$ cat config.mk
export PLATFORM = sky130hd
export DESIGN_NAME = pc_fetch_unit
export DESIGN_NICKNAME = d
export VERILOG_FILES = /design/src/rtl/pc_fetch_unit.sv
export SDC_FILE = /design/constraint.sdc
export NUM_CORES = 1
export LEC_CHECK = 0
export ABC_AREA = 0
export ABC_CLOCK_PERIOD_IN_PS = 3950
export CAP_MARGIN = 20
export CELL_PAD_IN_SITES_DETAIL_PLACEMENT = 1
export CELL_PAD_IN_SITES_GLOBAL_PLACEMENT = 2
export CORE_MARGIN = 3
export CORE_UTILIZATION = 32
export CTS_CLUSTER_DIAMETER = 50
export CTS_CLUSTER_SIZE = 28
export DETAILED_ROUTE_END_ITERATION = 12
export PLACE_DENSITY = 0.82
export SYNTH_ARGS = -nofsm -noshare
export SYNTH_HDL_FRONTEND = slang
export SYNTH_SLANG_ARGS = --single-unit
$ cat constraint.sdc
create_clock -name clk -period 3.95 [get_ports clk]
set_clock_uncertainty 0.2 [all_clocks]
set_input_delay 0.395 -clock clk [delete_from_list [all_inputs] [get_ports clk]]
set_output_delay 0.395 -clock clk [all_outputs]
set_load 0.01 [all_outputs]
$ cat src/rtl/pc_fetch_unit.sv
// Instruction fetch: owns the PC, reads a 1-cycle-latency instruction memory and queues words with their PCs.
// Latency: a request in cycle C shows up as inst_valid in cycle C+2; first valid in the 4th cycle after reset.
// Backpressure: inst_ready=0 lets the 2-entry buffer fill; fetch stalls while buffer plus in-flight word reach DEPTH.
// Optional FETCH_STATS_EN adds saturating fetch_count / redirect_count outputs.
module pc_fetch_unit #(
    parameter logic [15:0] RESET_PC = 16'd9,
    parameter logic [15:0] PC_STEP  = 16'd2,
    parameter int          DEPTH    = 2
) (
    input  logic        clk,
    input  logic        reset,
    output logic        imem_req,
    output logic [15:0] imem_addr,
    input  logic [15:0] imem_rdata,
    output logic        inst_valid,
    input  logic        inst_ready,
    output logic [15:0] inst_data,
    output logic [15:0] inst_pc,
    output logic [15:0] pc_next,
    input  logic        redirect_valid,
    input  logic [15:0] redirect_pc,
    input  logic        halt,
    output logic        halted
`ifdef FETCH_STATS_EN
    ,
    output logic [15:0] fetch_count,
    output logic [15:0] redirect_count
`endif
);

    typedef enum logic [1:0] {
        IDLE   = 2'd0,
        FETCH  = 2'd1,
        HALTED = 2'd2
    } state_t;

    state_t      state;
    state_t      state_nxt;
    logic [15:0] pc;
    logic [15:0] tag;
    logic        inflight;
    logic [1:0]  count;
    logic        head;
    logic        tail;
    logic        issue;
    logic        room;
    logic        push;
    logic        pop;
    logic [15:0] buf_data [2];
    logic [15:0] buf_pc   [2];

    // Space check counts the word already in flight; a same-cycle pop does not free a slot.
    assign room = (count + {1'b0, inflight}) < 2'(DEPTH);
    // A response is kept unless a redirect in its arrival cycle throws it away.
    assign push = inflight && !redirect_valid;
    assign pop  = inst_valid && inst_ready;
    assign tail = head ^ count[0];

    // Next-state and issue decision; redirect beats halt, and halt is ignored once halted.
    always_comb begin
        state_nxt = state;
        issue     = 1'b0;
        case (state)
            IDLE:    state_nxt = FETCH;
            FETCH: begin
                issue = room && !halt && !redirect_valid;
                if (halt && !redirect_valid)
                    state_nxt = HALTED;
            end
            HALTED: begin
                if (redirect_valid)
                    state_nxt = FETCH;
            end
            default: state_nxt = IDLE;
        endcase
    end

    // State register.
    always_ff @(posedge clk) begin
        if (reset)
            state <= IDLE;
        else
            state <= state_nxt;
    end

    // PC, in-flight tracking and buffer occupancy; redirect flushes everything queued.
    always_ff @(posedge clk) begin
        if (reset) begin
            pc       <= RESET_PC;
            tag      <= 16'd0;
            inflight <= 1'b0;
            count    <= 2'd0;
            head     <= 1'b0;
        end else begin
            inflight <= issue;
            if (issue)
                tag <= pc;
            if (redirect_valid) begin
                pc    <= redirect_pc;
                count <= 2'd0;
            end else begin
                if (issue)
                    pc <= pc + PC_STEP;
                if (pop)
                    head <= ~head;
                case ({push, pop})
                    2'b10:   count <= count + 2'd1;
                    2'b01:   count <= count - 2'd1;
                    default: count <= count;
                endcase
            end
        end
    end

    // Buffer storage: the returning word is written at the tail together with its PC.
    always_ff @(posedge clk) begin
        if (reset) begin
            buf_data[0] <= 16'd0;
            buf_data[1] <= 16'd0;
            buf_pc[0]   <= 16'd0;
            buf_pc[1]   <= 16'd0;
        end else if (push) begin
            buf_data[tail] <= imem_rdata;
            buf_pc[tail]   <= tag;
        end
    end

    assign imem_req   = issue;
    assign imem_addr  = pc;
    assign inst_valid = (count != 2'd0);
    assign inst_data  = inst_valid ? buf_data[head] : 16'd0;
    assign inst_pc    = inst_valid ? buf_pc[head]   : 16'd0;
    assign pc_next    = inst_pc + PC_STEP;
    assign halted     = (state == HALTED);

`ifdef FETCH_STATS_EN
    // Saturating counters of accepted fetch words and redirect cycles.
    always_ff @(posedge clk) begin
        if (reset) begin
            fetch_count    <= 16'd0;
            redirect_count <= 16'd0;
        end else begin
            if (push && fetch_count != 16'hFFFF)
                fetch_count <= fetch_count + 16'd1;
            if (redirect_valid && redirect_count != 16'hFFFF)
                redirect_count <= redirect_count + 16'd1;
        end
    end
`endif

endmodule

==> qor.txt <==
Most common cell after layout, fill and taps aside - clkdlybuf4s50_1
Nets@finish - 602
Cell area after layout - 6360 sq um
Mapped Area - 4860 sq um
Ys flop type - edfxtp_1
Vias per inst - 4.95
Worst Max-Slew Pin Slew - 0.881 ns
Hold Crit Depth - 2
H-tree depth - 3
Worst skew pair latency - 0.34 ns
Final setup fails - 0
Core area - 14700 sq um
Min Tclk post-route - 3.54 ns
Worst min-delay path class - flip-flop to flip-flop
Clock power share - 41.1%
Post-route ant nets - 0
Sequential power share - 52.1%
Slew headroom - 41.1%
Initial antenna violation count - 0
Combinational power share - 6.8%
Startpoint types - flip-flop
Routed WL per cell - 16.5 microns
# diodes - 0
Global Route Usage Sum - 15.0%
Initial core utilization - 33.0%
WP data arrival - 2.94 ns
Max-slew violation count - 0
Ys async rst share - 0%
Post-CTS sizing - 0
Clock Pin Slew Worst Setup and Hold Paths - 0.07 ns
Buffers on Ports - 103
PD cells - 364 nW/um^2
Area Growth Syn to Fin - 31.0%
Sw Ratio - 21.2%
Status - complete, no violations
CTS Sinks - 103
Peak supply drop - 198 uV
EDFF count, synth - 64
Total global routing overflow - 0
Share of post-route cells with drive strength above 1 - 5.29%
Critical path type - flip-flop to output pin
TNS Setup - 0 ns
GP Congestion - 0.747
Root Buffer - clkbuf_16
Sw Pwr - 0.491 mW
Syn. warnings - 0
Die height - 129 microns
F_max - 283 MHz
Largest net degree at the start of global routing - 41
Final Hold Vio Count - 0
Worst r2r path cells - 7
CTS Buf Count - 9
Pwr Total - 2.32 mW
Worst Path Required - 3.36 ns
Sequential-to-total area share from yosys stat - 55.6%
Setup crit end kind - output pin
Cell Area, Placed - 6040 sq um
Seq cells post-synth - 103
Tcrit/Tclk final - 89.5%
P_int - 1.83 mW
CTS Buffer Depth - 2
CTS Hold Buffers Added - 0
Routed via count - 3717
Residual DRC - 0
Area of the die - 16700 sq um
Wirelength, routed - 12400 microns
Drt initial violations - 128
Cells after Synth - 470
Vias in the first global route - 3864
TritonCTS clock tree - built
Pleak - 2.17 nW
Syn nets - 510
Dpl hpwl - 8730 microns
Syn Area/Cell - 10.3 sq um
Netlist cell types - 45
Rows - 44
First-pass GRT wire length - 20000 microns
Max-Cap Viols - 0
Worst Path Max Fanout - 15
RSZ-0062 raised after global routing - no
Final core area utilization - 43.3%
I/O Pins - 104
Setup bufs post-CTS - 0
1st-pass router iterations - 5
Die Width - 129 microns
Most frequent cells in the layout - 103 x clkdlybuf4s50_1, 68 x and2_1, 64 x edfxtp_1
==> logic make-up after synthesis <==
logic type | after synthesis | share of synthesized area, %
and+or+nand+nor | 214 | 22.4
DFF | 103 | 55.6
buffers and inverters | 39 | 3.71
AOI/OAI and AO/OA | 61 | 7.52
adders and majority gates | 3 | 0.773
xor gates and xnor gates | 17 | 3.07
muxes | 33 | 6.85
==> state kept, by name, summed over array words and instances (netlist names), named ones only <==
| signal | cells |
|---|---|
| buf_pc | 32 |
| buf_data | 32 |
| tag | 16 |
| state | 2 |
| head | 1 |
| inflight | 1 |
| count | 2 |
| imem_addr | 16 |
==> synthesized netlist by cell type (2+ instances only) <==
cell type / number / area [sq um]
or2_2: 2 / 12.5
a31oi_1: 6 / 37.5
nor2_1: 51 / 191
nand4_1: 8 / 50.1
a21oi_1: 28 / 140
buf_2: 6 / 30.0
inv_1: 7 / 26.3
nand2_1: 43 / 161
mux2i_1: 31 / 310
nor3_1: 6 / 30.0
nor4_1: 4 / 25.0
a32oi_1: 2 / 17.5
nor2b_1: 3 / 18.8
nand3_1: 13 / 65.1
o21ai_0: 10 / 50.1
dfxtp_1: 39 / 781
clkbuf_1: 19 / 71.3
a22oi_1: 5 / 37.5
xnor2_1: 10 / 87.6
and2_1: 68 / 425
a211oi_1: 2 / 15.0
xor2_1: 7 / 61.3
or3_1: 6 / 37.5
nand2b_1: 3 / 18.8
and3_1: 3 / 18.8
buf_4: 3 / 22.5
buf_6: 2 / 22.5
edfxtp_1: 64 / 1920
ha_1: 3 / 37.5
==> per-stage QoR <==
step / hold WS, ns / worst slack, ns / instances
CTS: 0.272 / 0.382 / 751
finish: 0.267 / 0.413 / 751
global placement: 0.254 / 0.828 / 735
global route: 0.305 / 0.111 / 751
detailed placement: 0.260 / 0.762 / 735
floorplan: 0.240 / 0.825 / 470
==> worst max-delay path, stage by stage, from the launching register on <==
cell and delay [ns]:
dfxtp_2 0.57, mux2i_1 0.16, a211oi_1 0.42, nand4_1 0.29, nor4_1 0.41, xor2_1 0.19
clkdlybuf4s50_1 0.56
==> final cells by class <==
| type | instances | area [sq um] |
|---|---|---|
| clock buffer | 10 | 239 |
| clock inverter | 6 | 83.8 |
| fill | 1628 | 8330 |
| inverter | 8 | 30.0 |
| multi-input combinational | 328 | 1980 |
| sequential | 103 | 2700 |
| tap | 184 | 230 |
| timing repair buffer | 112 | 1100 |
==> routing by layer <==
metal / wire length (microns) / vias to the layer above / share of wire (%) / GRT usage, %
met1: 5970 / 1792 / 48 / 20.3
met4: 174 / 0 / 1.4 / 5.06
met3: 610 / 14 / 4.9 / 3.22
li1: - / 1819 / - / -
met2: 5640 / 92 / 46 / 24.0
met5: 0 / - / 0 / 0
==> power by group through the flow <==
stage / Combinational (mW) / Clock, mW / Sequential, mW
global route: 0.173 / 1.02 / 1.21
detailed placement: 0.159 / 0 / 1.23
floorplan: 0.0716 / 0 / 1.22
finish: 0.158 / 0.951 / 1.21
CTS: 0.161 / 0.976 / 1.21
global placement: 0.155 / 0 / 1.23
==> final timing paths <==
kind	from	to	slack, ns
min reg2reg	tag[7]$_SDFFE_PP0P_	tag[7]$_SDFFE_PP0P_	0.27
max	flip-flop	pc_next[10]	0.41
max reg2reg	state[1]$_SDFFE_PP0P_	imem_addr[3]$_SDFFE_PP1P_	1.32
min	tag[7]$_SDFFE_PP0P_	tag[7]$_SDFFE_PP0P_	0.27
Power figures use the tool's default switching activity.
